--- config.mk ---
export PLATFORM = sky130hd
export DESIGN_NAME = uart_tx_buffer
export DESIGN_NICKNAME = d
export VERILOG_FILES = /design/src/rtl/uart_pkg.sv /design/src/rtl/uart_sync_fifo.sv /design/src/rtl/uart_tx_buffer.sv
export SDC_FILE = /design/constraint.sdc
export NUM_CORES = 1
export LEC_CHECK = 0
export CAP_MARGIN = 20
export CORE_MARGIN = 3
export CORE_UTILIZATION = 50
export CTS_BUF_LIST = sky130_fd_sc_hd__clkbuf_4 sky130_fd_sc_hd__clkbuf_8 sky130_fd_sc_hd__clkbuf_16
export DETAILED_ROUTE_END_ITERATION = 12
export GPL_ROUTABILITY_DRIVEN = 0
export GPL_TIMING_DRIVEN = 1
export MAX_ROUTING_LAYER = met4
export PLACE_DENSITY = 0.68
export SYNTH_ARGS = -nofsm -noshare
export SYNTH_HDL_FRONTEND = slang
export SYNTH_SLANG_ARGS = --single-unit
--- constraint.sdc ---
create_clock -name clk -period 4.3 [get_ports clk]
set_input_delay 0.43 -clock clk [delete_from_list [all_inputs] [get_ports clk]]
set_output_delay 0.43 -clock clk [all_outputs]
set_load 0.005 [all_outputs]
--- src/rtl/uart_pkg.sv ---
// Shared types and default sizing for the UART transmit path.
package uart_pkg;

   typedef enum logic [1:0] {IDLE, LAUNCH, WAIT_BUSY, WAIT_DONE} txbuf_state_e;

   localparam int UART_DWIDTH      = 8;
   localparam int UART_TXBUF_DEPTH = 16;

endpackage

--- src/rtl/uart_sync_fifo.sv ---
// Single-clock byte FIFO: storage, wrapping read/write pointers, independent occupancy count.
module uart_sync_fifo
   import uart_pkg::*;
#(
   parameter int DEPTH  = UART_TXBUF_DEPTH,
   parameter int DWIDTH = UART_DWIDTH,
   localparam int AW    = $clog2(DEPTH),
   localparam int CW    = $clog2(DEPTH + 1)
) (
   input  logic              clk,
   input  logic              reset,
   input  logic              wr_en,
   input  logic [DWIDTH-1:0] wr_data,
   input  logic              rd_en,
   output logic [DWIDTH-1:0] rd_data,
   output logic [CW-1:0]     count,
   output logic              full,
   output logic              empty
);

   logic [AW-1:0]     wr_ptr_q, wr_ptr_d;
   logic [AW-1:0]     rd_ptr_q, rd_ptr_d;
   logic [CW-1:0]     count_q, count_d;
   logic [DWIDTH-1:0] mem_q [DEPTH];
   logic              wr_ok, rd_ok;

   assign full    = (count_q == CW'(DEPTH));
   assign empty   = (count_q == '0);
   assign count   = count_q;
   assign rd_data = mem_q[rd_ptr_q];

   // A write into a full FIFO is only legal when the head leaves in the same cycle.
   assign rd_ok = rd_en && !empty;
   assign wr_ok = wr_en && (!full || rd_ok);

   always_comb begin
      wr_ptr_d = wr_ptr_q;
      rd_ptr_d = rd_ptr_q;
      count_d  = count_q;
      if (wr_ok) wr_ptr_d = wr_ptr_q + AW'(1);
      if (rd_ok) rd_ptr_d = rd_ptr_q + AW'(1);
      case ({wr_ok, rd_ok})
         2'b10:   count_d = count_q + CW'(1);
         2'b01:   count_d = count_q - CW'(1);
         default: count_d = count_q;
      endcase
   end

   always_ff @(posedge clk or posedge reset) begin
      if (reset) begin
         wr_ptr_q <= '0;
         rd_ptr_q <= '0;
         count_q  <= '0;
      end else begin
         wr_ptr_q <= wr_ptr_d;
         rd_ptr_q <= rd_ptr_d;
         count_q  <= count_d;
      end
   end

   always_ff @(posedge clk) begin
      if (wr_ok) mem_q[wr_ptr_q] <= wr_data;
   end

endmodule

--- src/rtl/uart_tx_buffer.sv ---
// Byte FIFO plus drain FSM feeding uart_tx one byte per idle period.
// Optional sticky overflow flag enabled by defining UART_TX_BUF_OVF_EN.
module uart_tx_buffer
   import uart_pkg::*;
#(
   parameter int DEPTH  = UART_TXBUF_DEPTH,
   parameter int DWIDTH = UART_DWIDTH
) (
   input  logic                       clk,
   input  logic                       reset,
   input  logic                       push,
   input  logic [DWIDTH-1:0]          push_data,
   output logic                       full,
   output logic                       empty,
   output logic [$clog2(DEPTH+1)-1:0] count,
   output logic                       tx_start,
   output logic [DWIDTH-1:0]          tx_data,
   input  logic                       tx_busy,
   output logic                       ovf,
   input  logic                       ovf_clr
);

   txbuf_state_e      state_q, state_d;
   logic              tx_start_q, tx_start_d;
   logic [DWIDTH-1:0] tx_data_q, tx_data_d;
   logic [DWIDTH-1:0] head;
   logic              pop;
   logic              push_ok;

   assign pop     = (state_q == IDLE) && !empty && !tx_busy;
   assign push_ok = push && (!full || pop);

   uart_sync_fifo #(
      .DEPTH  (DEPTH),
      .DWIDTH (DWIDTH)
   ) u_fifo (
      .clk     (clk),
      .reset   (reset),
      .wr_en   (push_ok),
      .wr_data (push_data),
      .rd_en   (pop),
      .rd_data (head),
      .count   (count),
      .full    (full),
      .empty   (empty)
   );

   // WAIT_BUSY covers the cycle before uart_tx reflects the start in tx_busy.
   always_comb begin
      state_d    = state_q;
      tx_start_d = 1'b0;
      tx_data_d  = tx_data_q;
      case (state_q)
         IDLE: begin
            if (pop) begin
               tx_data_d  = head;
               tx_start_d = 1'b1;
               state_d    = LAUNCH;
            end
         end
         LAUNCH:    state_d = WAIT_BUSY;
         WAIT_BUSY: if (tx_busy)  state_d = WAIT_DONE;
         WAIT_DONE: if (!tx_busy) state_d = IDLE;
         default:   state_d = IDLE;
      endcase
   end

   always_ff @(posedge clk or posedge reset) begin
      if (reset) begin
         state_q    <= IDLE;
         tx_start_q <= 1'b0;
         tx_data_q  <= '0;
      end else begin
         state_q    <= state_d;
         tx_start_q <= tx_start_d;
         tx_data_q  <= tx_data_d;
      end
   end

   assign tx_start = tx_start_q;
   assign tx_data  = tx_data_q;

`ifdef UART_TX_BUF_OVF_EN
   logic ovf_q, ovf_d;

   always_comb begin
      ovf_d = ovf_q;
      if (push && !push_ok) ovf_d = 1'b1;
      if (ovf_clr)          ovf_d = 1'b0;
   end

   always_ff @(posedge clk or posedge reset) begin
      if (reset) ovf_q <= 1'b0;
      else       ovf_q <= ovf_d;
   end

   assign ovf = ovf_q;
`else
   logic unused_ovf_clr;
   assign unused_ovf_clr = ovf_clr;
   assign ovf            = 1'b0;
`endif

endmodule

* After elaboration in Yosys (flattened, before gate mapping)
Memories as Yosys holds them, arrays and structs flattened. A register that Yosys moved wholly into a read port is not among the register bits.
Index checks and enable logic that the tools add are counted.
Widths: inputs -> output; s select.
** Operators by class
- Add/sub/neg operators :: 4
- $mul :: 0
- Div/mod/pow operators :: 0
- Magnitude comparators :: 0
- Equality and inequality tests :: 9
- Shift-type cells :: 0
- Multiplexer cells :: 9
- Bitwise logic cells :: 0
- Reductions and logical operators :: 15
** Operators with widths (count)
- $pmux 5 s2 :: 1
- $add 4x1->4 const B :: 2
- $pmux 2 s4 :: 1
- $eq 2x2->1 const B :: 3
- $mux 2 :: 3
- $ne 2x2->1 const B :: 3
- $add 5x1->5 const B :: 1
- $eq 5x5->1 const B :: 1
- $logic_and 1x1->1 :: 5
- $logic_not 5->1 :: 1
- $sub 5x1->5 const B :: 1
- $eq 2x1->1 const B :: 2
- $mux 1 :: 4
- $logic_not 1->1 :: 3
- $reduce_and 3->1 :: 1
- $logic_not 2->1 :: 1
- $logic_or 1x1->1 :: 2
- $reduce_and 2->1 :: 1
- $reduce_bool 2->1 :: 1
** Word-level totals
- Flip-flop bits (word level) :: 16
- Bits in latches :: 0
- RAM bits :: 128
- Bits in read-only memories :: 0
- Input bits :: 13
- Output and inout port bits :: 17
- Memories kept :: 1
** Memory list
- u_fifo.mem_q :: words 16, width 8, rd ports 1, clocked after memory_dff 1, write ports 1, RTL line uart_sync_fifo.sv:24 : logic [DWIDTH-1:0] mem_q [DEPTH];

* Depth between registers and ports, before layout
Gate-level depths: netlist (run 1).
- Word-level depth :: 9
- Depth in mapped cells :: 13
- Gate-level depth less buffers :: 12

* Modules after synthesis
From an unflattened synthesis (run 1), not the netlist that was laid out.
** Unflattened totals
- Cell total of the unflattened synthesis :: 335
- Area total of the unflattened synthesis :: 6329.8 µm²
** By module, submodules not included
- uart_sync_fifo :: instances 1, cells an instance 296, area an instance 5799.3 µm², seq. area each 4169.0 µm²
- uart_tx_buffer :: instances 1, cells an instance 39, area an instance 530.5 µm², seq. area each 275.3 µm²

* Worst setup path before layout (run 1)
OpenSTA, ideal clock, no wires.
- Kind :: reg-to-reg
- From :: register state_q[0]
- To :: register u_fifo.count_q[4] (netlist: u_fifo.count[4])
- Library setup time :: 0.126 ns
- Arrival :: 2.793 ns
- Setup slack :: 1.381 ns
- Cell stages (with the launch flop) :: 14
- Buffers on the path :: 1
- Clock period less this slack :: 2.919 ns
- Cell sequence :: dfrtp_1 > inv_1 > ha_1 > nand2b_1 > a31oi_2 > inv_1 > ha_1 > buf_6 > xor2_1 > ha_1 > or3_4 > a2111oi_4 > nor4_2 > xnor2_1
** Between the ends
- Word-level cells in the longest chain between the ends :: 8
** Ends and longest elaborated chain
- start, declared :: RTL line uart_tx_buffer.sv:23 : txbuf_state_e state_q, state_d;
- start signal, assigned :: RTL line uart_tx_buffer.sv:74 : state_q <= state_d;
- $logic_not 2->1 * :: RTL line uart_tx_buffer.sv:30 : assign pop = (state_q == IDLE) && !empty && !tx_busy;
- $logic_and 1x1->1 * (2 in series) :: RTL line uart_tx_buffer.sv:30
- $logic_or 1x1->1 or $logic_and 1x1->1 (tied branches) :: RTL line uart_tx_buffer.sv:31, uart_sync_fifo.sv:33
- $logic_and 1x1->1 or $logic_or 1x1->1 (tied branches) :: RTL line uart_tx_buffer.sv:31, uart_sync_fifo.sv:34
- $logic_and 1x1->1 :: RTL line uart_sync_fifo.sv:34 : assign wr_ok = wr_en && (!full || rd_ok);
- $eq 2x1->1 or $eq 2x2->1 (tied branches) :: RTL line uart_sync_fifo.sv:42 : case ({wr_ok, rd_ok})
- $pmux 5 s2 or $reduce_bool 2->1 (tied branches)
- end signal, assigned :: RTL line uart_sync_fifo.sv:57 : count_q <= count_d;
- end, declared :: RTL line uart_sync_fifo.sv:23 : logic [CW-1:0] count_q, count_d;
Every way passes the cells marked *; elsewhere a longest branch is shown, timed or not.
A chain may end at the register's enable or synchronous reset.

* Worst setup path in the final report (run 1)
- From :: register u_fifo.count_q[2] (netlist: u_fifo.count[2])
- To :: register u_fifo.count_q[4] (netlist: u_fifo.count[4])
** Between the ends
- Word-level cells in the longest chain between the ends :: 9
** Ends and longest elaborated chain
- $logic_not 5->1 * :: RTL line uart_sync_fifo.sv:28 : assign empty = (count_q == '0);
- $logic_not 1->1 * :: RTL line uart_sync_fifo.sv:33, uart_tx_buffer.sv:30
- $logic_and 1x1->1 (2 in series) :: RTL line uart_tx_buffer.sv:30
- $logic_and 1x1->1 * :: RTL line uart_sync_fifo.sv:33 : assign rd_ok = rd_en && !empty;
- net u_fifo.rd_ok :: RTL line uart_sync_fifo.sv:25 : logic wr_ok, rd_ok;
- $logic_or 1x1->1 :: RTL line uart_sync_fifo.sv:34
- $logic_and 1x1->1 :: RTL line uart_sync_fifo.sv:34
- $eq 2x1->1 or $eq 2x2->1 (tied branches) :: RTL line uart_sync_fifo.sv:42
- $pmux 5 s2 or $reduce_bool 2->1 (tied branches)
The timed path passes the listed nets; every way through them passes the cells marked *.

==> flow_summary.toml, run 1 <==
[floorplanning]
ios = 30
core_um2 = 12160
fp-row-count = 40
die_area_um2 = 13970
die_w_um = 118.2
die_h_um = 118.2
initial_core_util = 0.5176

[synth]
synthArstFlopShare = 0.1579
syn_nets = 367
synth_top_area_share = 0.6106
synthCells = 341
synth_top_area_cell = "edfxtp_1"
seq_area_frac_synth = 0.7060
synth_cell_types = 40
synth_area_um2 = 6295
synth-main-ff-cell = "edfxtp_1"
avgSynthCellArea_um2 = 18.46
synth-seq-cells = 152
synthTopCellsByArea = "edfxtp_1 61%, mux4_2 11%, dfrtp_1 9.5%"
synth-edff-count = 128
ys.warnings.count = 0

[critical_path]
rrSetupSlack_ns = 0.83
cpMostUsedCell = "ha_1"
crit_slowest_cell = "dfrtp_1"
path_class = "reg2reg"
worstPathArrival_ns = 3.77
path_delay_family = "simple AND/OR/NAND/NOR gates"
cp_max_fo = 12
required_ns = 4.60
crit_buf_inv = 1
critPathMaxStageDelay_ns = 0.50
crit_path_start_kind = "flop"
cp_cell_sequence = "nor4_4, a21o_1, inv_1, ha_1, xor2_1, ha_1, or3_4, a2111oi_4, nor4_2, xnor2_1"
critPathCaptureType = "flop"

[grt]
grt.busiest_layer = "met2"
use_met1 = 0.2254
grt_use_met3 = 0.04737
grt_use_met2 = 0.3005
grt_usage = 0.1834
grt_start_max_net_pins = 34
first_global_vias = 3249
grt_first_pass_wirelength_um = 18220
grt_antenna_before_repair = 0
grt_overflow = 0

[sta]
worst_slew_pin_slew_ns = 0.9424
skew_ns = 0.005157
rsz0062_at_grt = "false"
period_share = 0.8079
relSlewSlack = 0.3694
finalMaxSlewViolations = 0
timing.hold.ws_ns = 0.1950
setup_tns_ns = 0
finalHoldViolCount = 0
max_freq_ghz = 0.2879
finalSetupViolations = 0
layout_min_cycle_time_ns = 3.474

[route]
drc = 0
vias_per_cell = 5.518
drt-total-wl_um = 11410
drt_iter0_markers = 157
wl_per_cell_um = 20.53
drtPass1Iterations = 4
ant_nets = 0
vias = 3068

[flow_run]
drv_cap = 0

[clock_tree]
post_cts_resized = 0
clkLatencyLatePin_ns = 0.42
clockRootBuffer = "clkbuf_16"
cts_sinks = 152
numCtsBuffers = 17
postCtsSetupRepairBufs = 0
clk_pin_slew_ns = 0.06
hold_buffers = 0
tritoncts = "done"
cts_max_level = 4
cts_buffer_depth = 2

[placement]
dpl.hpwl_um = 7105
io_buffer_count = 27

[power_and_ir_drop]
power_switching_uw = 1365
switching_share = 0.2854
clkPwrFrac = 0.300
power_density_nw_per_um2 = 653.2
power_frac_seq = 0.446
leakage_uw = 0.002512
vdd_drop_max_uv = 335.2
combinationalPowerShare = 0.255
p_int_uw = 3417

[cells_and_area]
mostFrequentLayoutCell = "edfxtp_1"
drive_gt1_frac = 0.1959
nFillCells = 894
layout.nets = 401
antenna_cells = 0
area_delta_synth_final_pct = 16.30
final_cell_mix = "128 x edfxtp_1, 32 x mux4_2, 27 x clkdlybuf4s50_1"

[outcome]
status = "completed"

[hold_path]
hp-class = "in2async"
power groups by stage:
stage	combinational (uW)	clock, uW	sequential [uW]
2_1_floorplan	1030	0	1950
3_3_place_gp	1150	0	2190
3_5_place_dp	1180	0	2200
4_1_cts	1190	1450	2170
5_1_grt	1340	1520	2180
6_report	1220	1430	2130
kinds of logic after synthesis:
logic type,after synthesis,synth area share
AOI/OAI and AO/OA,22,0.03021
xor gates and xnor gates,11,0.01531
adders and majority gates,13,0.02584
buffers and inverters,31,0.02624
DFF,152,0.7060
muxes,51,0.1451
other,1,0.0005957
and+or+nand+nor,60,0.05069
final timing paths:
| kind | start | to | cells past startpoint |
|---|---|---|---|
| worst max-delay path | u_fifo.count[2] | u_fifo.count[4] | 10 |
| worst min-delay path | reset | u_fifo.count[0] | 2 |
| worst max register to register | u_fifo.count[2] | u_fifo.count[4] | 10 |
| worst min register to register | tx_data[7] | tx_data[7] | 2 |
| max in group asynchronous | reset | u_fifo.rd_ptr_q[1] | 3 |
| min in group clk | tx_data[7] | tx_data[7] | 2 |
sequential cells by signal, summed over array words and instances (netlist names):
register	flops
u_fifo.rd_ptr_q	4
tx_start	1
tx_data	8
u_fifo.wr_ptr_q	4
u_fifo.count	5
u_fifo.mem_q	128
state_q	2
metrics by stage:
| step | utilization | cells | total power [uW] | cell area [um^2] | setup WS (ns) |
|---|---|---|---|---|---|
| after floorplan | - | 341 | 2982 | 6295 | 1.381 |
| after global placement | 0.5505 | 522 | 3333 | 6695 | 0.7649 |
| after detailed placement | 0.5505 | 522 | 3376 | 6695 | 0.7227 |
| after CTS | 0.5974 | 554 | 4807 | 7266 | 0.8015 |
| after global routing | 0.6020 | 556 | 5040 | 7321 | 0.5617 |
| final | 0.6020 | 556 | 4782 | 7321 | 0.8262 |
per-layer routing:
layer / vias to the layer above / wire [um]
met1: 1572 / 4913
li1: 1405 / -
met2: 82 / 5889
met4: 0 / 91
met3: 9 / 520
met5: - / 0
synthesized netlist by cell type (2+ instances only):
master,count
nand2_1,20
nor4b_1,2
mux2_2,2
o21ai_0,3
buf_2,6
clkbuf_1,3
xnor2_1,9
ha_1,13
mux4_2,32
nor2_1,18
edfxtp_1,128
a21oi_1,3
buf_1,2
mux2i_1,17
o221ai_1,8
buf_6,3
dfrtp_1,24
nor3_1,4
a311oi_1,2
buf_4,5
inv_1,12
nand4_1,2
xor2_1,2
nand2b_1,5
worst register-to-register path: stages, from the launching register on:
cell	delay, ns
dfrtp_1	0.50
nor4_4	0.39
a21o_1	0.45
inv_1	0.23
ha_1	0.39
xor2_1	0.21
ha_1	0.24
or3_4	0.36
a2111oi_4	0.36
nor4_2	0.09
xnor2_1	0.14
layout make-up:
type / count / area (um^2) / share of cell area
clock buffer: 18 / 432.9 / 0.05914
clock inverter: 14 / 137.6 / 0.01880
inverter: 12 / 45.04 / 0.006153
multi-input combinational: 158 / 1685 / 0.2302
sequential: 152 / 4447 / 0.6074
tap: 168 / 210.2 / 0.02871
timing repair buffer: 34 / 362.8 / 0.04956
Power figures use the tool's default switching activity.
==> run 2, diff against run 1 <==
- clock period: 4.3 -> 3.5 ns (I/O delays scaled with it)
==> flow_summary.toml, run 2 (synthesis results as in run 1) <==
[clock_tree]
cts_buffer_depth = 2
cts_max_level = 4
numCtsBuffers = 17
hold_buffers = 0
clockRootBuffer = "clkbuf_16"
tritoncts = "done"
postCtsSetupRepairBufs = 0
post_cts_resized = 0
clkLatencyLatePin_ns = 0.41
cts_sinks = 152
clk_pin_slew_ns = 0.06

[sta]
finalMaxSlewViolations = 0
timing.hold.ws_ns = 0.1458
skew_ns = 0.005320
finalSetupViolations = 0
layout_min_cycle_time_ns = 3.061
relSlewSlack = 0.6003
setup_tns_ns = 0
finalHoldViolCount = 0
max_freq_ghz = 0.3267
period_share = 0.8745
worst_slew_pin_slew_ns = 0.5996
rsz0062_at_grt = "false"

[route]
ant_nets = 0
drt_iter0_markers = 225
drt-total-wl_um = 11650
wl_per_cell_um = 20.44
vias = 3138
drc = 0
vias_per_cell = 5.505
drtPass1Iterations = 5

[floorplanning]
fp-row-count = 40
die_w_um = 118.2
die_area_um2 = 13970
initial_core_util = 0.5176
die_h_um = 118.2
core_um2 = 12160
ios = 30

[critical_path]
critPathMaxStageDelay_ns = 0.50
critPathCaptureType = "flop"
r2r_cells = 10
rr_endpoint = "u_fifo.count[4]"
path_class = "reg2reg"
crit_path_start_kind = "flop"
required_ns = 3.80
crit_slowest_cell = "dfrtp_1"
worstPathArrival_ns = 3.36
cp_cell_sequence = "nor4_4, a21o_1, inv_1, ha_1, xor2_1, ha_1, or3_4, a2111oi_4, nor4_2, xnor2_1"
r2r-start = "u_fifo.count[2]"
cpMostUsedCell = "ha_1"
rrSetupSlack_ns = 0.44
critPathLaunch = "u_fifo.count[2]"
cp_max_fo = 12
crit_end = "u_fifo.count[4]"

[power_and_ir_drop]
power_density_nw_per_um2 = 786.2
vdd_drop_max_uv = 462.2
total_power_uw = 5835
leakage_uw = 0.002591

[cells_and_area]
layout.nets = 417
nFillCells = 889
multi_input_area_um2 = 1685
final_cell_mix = "128 x edfxtp_1, 32 x mux4_2, 27 x clkdlybuf4s50_1"
antenna_cells = 0
area_delta_synth_final_pct = 17.91
fin_util = 0.6103
largest_reg_flops = 128
fin_area_um2 = 7422
mostFrequentLayoutCell = "edfxtp_1"
drive_gt1_frac = 0.2413
regMostFlops = "u_fifo.mem_q"
seq_area_um2 = 4446

[grt]
grt_first_pass_wirelength_um = 18430
first_global_vias = 3338
grt_antenna_before_repair = 0
grt_usage = 0.1861
grt_overflow = 0
grt_start_max_net_pins = 34

[outcome]
status = "completed"

[placement]
dpl.hpwl_um = 7412
io_buffer_count = 27
placed_cell_area_um2 = 6854

[hold_path]
hp-class = "in2async"

[flow_run]
drv_cap = 0
run 2: critical path: cells and delay by family (launching register included):
kind                       cells  cell delay (ns)
xor gates and xnor gates       2             0.34
buffers and inverters          1             0.11
adders and majority gates      2             0.59
and+or+nand+nor                3             0.86
AOI/OAI and AO/OA              2             0.54
DFF                            1             0.50
run 2: per-layer routing:
layer  vias up  part of all wire  global-route usage
li1       1428                 -                   -
met1      1609              0.42              0.2333
met2        86              0.51              0.2908
met3        15             0.053             0.05072
met4         0             0.016             0.07546
met5         -                 0                   -
run 2: worst min-delay path by stage:
stage,to,slack [ns],depth (start not counted)
floorplan,state_q[0],0.36,1
global placement,tx_data[7],0.49,2
detailed placement,tx_data[1],0.49,2
CTS,u_fifo.count[1],0.49,2
global route,u_fifo.count[2],0.16,2
finish,u_fifo.count[1],0.15,2
run 2: final cells by class:
class / count / share of cell area
flip-flops and latches: 152 / 0.5990
clock inverters: 8 / 0.01045
clock buffers: 22 / 0.06237
multi-input cells: 158 / 0.2271
well taps: 168 / 0.02832
repair buffers: 50 / 0.06676
inverters: 12 / 0.006069
run 2: stage by stage:
| step | instances | setup WS [ns] |
|---|---|---|
| 2_1_floorplan | 341 | 0.5807 |
| 3_3_place_gp | 538 | 0.3834 |
| 3_5_place_dp | 539 | 0.3615 |
| 4_1_cts | 569 | 0.4349 |
| 5_1_grt | 570 | 0.2507 |
| 6_report | 570 | 0.4392 |
run 2: power breakdown:
| part | total (uW) | switching (uW) | internal, uW | leakage, uW |
|---|---|---|---|---|
| Clock | 1660 | 658 | 1000 | 0.000267 |
| Sequential | 2520 | 263 | 2260 | 0.00145 |
| Combinational | 1650 | 769 | 884 | 0.000877 |
==> run 3, diff against run 2 <==
--- a/config.mk
+++ b/config.mk
@@ -7,3 +7,6 @@
 export LEC_CHECK = 0
+export ABC_CLOCK_PERIOD_IN_PS = 3500
 export CAP_MARGIN = 20
+export CELL_PAD_IN_SITES_DETAIL_PLACEMENT = 0
+export CELL_PAD_IN_SITES_GLOBAL_PLACEMENT = 1
 export CORE_MARGIN = 3
@@ -15,3 +18,3 @@
 export MAX_ROUTING_LAYER = met4
-export PLACE_DENSITY = 0.68
+export PLACE_DENSITY_LB_ADDON = 0.1
 export SYNTH_ARGS = -nofsm -noshare
--- a/constraint.sdc
+++ b/constraint.sdc
@@ -3,2 +3,2 @@
 set_output_delay 0.35 -clock clk [all_outputs]
-set_load 0.005 [all_outputs]
+set_load 0.01 [all_outputs]
==> flow_summary.toml, run 3 (synthesis results as in run 1) <==
[route]
vias_per_cell = 5.427
vias = 3104
drtPass1Iterations = 4
wl_per_cell_um = 20.72
ant_nets = 0
drt_iter0_markers = 248
drt-total-wl_um = 11850
drc = 0

[critical_path]
cp_max_fo = 12
cp_cell_sequence = "nor4_4, a21o_1, inv_1, ha_1, xor2_1, ha_1, or3_4, a2111oi_4, nor4_2, xnor2_1"
path_delay_family = "simple AND/OR/NAND/NOR gates"
required_ns = 3.80
crit_buf_inv = 1
worstPathArrival_ns = 3.38
cpMostUsedCell = "ha_1"
critPathCaptureType = "flop"
path_class = "reg2reg"
crit_path_start_kind = "flop"
critPathMaxStageDelay_ns = 0.50
crit_slowest_cell = "dfrtp_1"

[placement]
placed_cell_area_um2 = 6834
io_buffer_count = 27
placedCellCount = 539
dpl.hpwl_um = 7463

[power_and_ir_drop]
vdd_drop_max_uv = 427.6
power_density_nw_per_um2 = 818.9
leakage_uw = 0.002619

[sta]
rsz0062_at_grt = "false"
finalMaxSlewViolations = 0
setup_tns_ns = 0
worst_slew_pin_slew_ns = 0.9397
period_share = 0.8798
finalSetupViolations = 0
relSlewSlack = 0.3735
max_freq_ghz = 0.3248
layout_min_cycle_time_ns = 3.079
skew_ns = 0.008280
finalHoldViolCount = 0

[hold_path]
hp-class = "in2async"

[cells_and_area]
regMostFlops = "u_fifo.mem_q"
area_delta_synth_final_pct = 19.18
drive_gt1_frac = 0.2450
antenna_cells = 0
layout.cells.non_filler = 572
fin_util = 0.6169
mostFrequentLayoutCell = "edfxtp_1"
final_cell_mix = "128 x edfxtp_1, 32 x mux4_2, 27 x clkdlybuf4s50_1"
largest_reg_flops = 128
fin_area_um2 = 7502
layout.nets = 417

[grt]
first_global_vias = 3254
grt_antenna_before_repair = 0
grt_usage = 0.1891
grt_first_pass_wirelength_um = 18800
grt_overflow = 0
grt_start_max_net_pins = 34

[clock_tree]
clkLatencyLatePin_ns = 0.41
cts_sinks = 152
hold_buffers = 0
postCtsSetupRepairBufs = 0
cts_max_level = 4
post_cts_resized = 0
clk_pin_slew_ns = 0.06
tritoncts = "done"
cts_buffer_depth = 2
numCtsBuffers = 17
clockRootBuffer = "clkbuf_16"

[floorplanning]
ios = 30
initial_core_util = 0.5176
die_w_um = 118.2
fp-row-count = 40
core_um2 = 12160
die_area_um2 = 13970
die_h_um = 118.2

[outcome]
status = "completed"

[flow_run]
drv_cap = 0
## run 3: worst paths after layout
| kind | startpoint | endpoint | slack, ns | depth (start not counted) |
|---|---|---|---|---|
| setup / recovery | u_fifo.count[2] | u_fifo.count[4] | 0.42 | 10 |
| hold / removal | reset | u_fifo.rd_ptr_q[2] | 0.24 | 2 |
| setup reg to reg | u_fifo.count[2] | u_fifo.count[4] | 0.42 | 10 |
| hold reg to reg | tx_data[7] | tx_data[7] | 0.50 | 2 |
| max in group asynchronous | reset | u_fifo.wr_ptr_q[0] | 2.82 | 3 |
| min in group clk | tx_data[7] | tx_data[7] | 0.50 | 2 |
## run 3: routing by layer
metal	wire length [um]	GRT usage
met5	0	-
met4	89	0.06007
met3	437	0.04354
met2	5929	0.2855
met1	5392	0.2593
## run 3: report_power, final
group | leakage (uW) | switching (uW) | internal [uW] | total, uW
combinational | 0.000870 | 767 | 865 | 1630
clock | 0.000302 | 748 | 1210 | 1960
sequential | 0.00145 | 297 | 2250 | 2550
total | 0.00262 | 1810 | 4330 | 6140
## run 3: worst reg2reg max path: cells and delay by family (launching register included)
family,cells,cell delay [ns]
AND/OR/NAND/NOR,3,0.84
buffers and inverters,1,0.11
XOR/XNOR,2,0.35
flip-flops,1,0.50
AO/OA/AOI/OAI,2,0.55
adder cells (fa/ha/maj),2,0.61
## run 3: cell type report
| class | instances | area [um^2] |
|---|---|---|
| fillers | 903 | 4659 |
| well taps | 168 | 210.2 |
| inverters | 12 | 45.04 |
| repair buffers | 50 | 475.5 |
| clock buffers | 17 | 425.4 |
| flip-flops and latches | 152 | 4446 |
| clock inverters | 15 | 215.2 |
| multi-input cells | 158 | 1685 |
## run 3: through the flow
stage	setup WS (ns)	hold WS, ns	total power (uW)
after CTS	0.4131	0.5069	6213
final	0.4208	0.2444	6143
after global routing	0.2231	0.2655	6457
after global placement	0.3628	0.4774	4224
after floorplan	0.5787	0.3646	3693
after detailed placement	0.3106	0.4867	4251
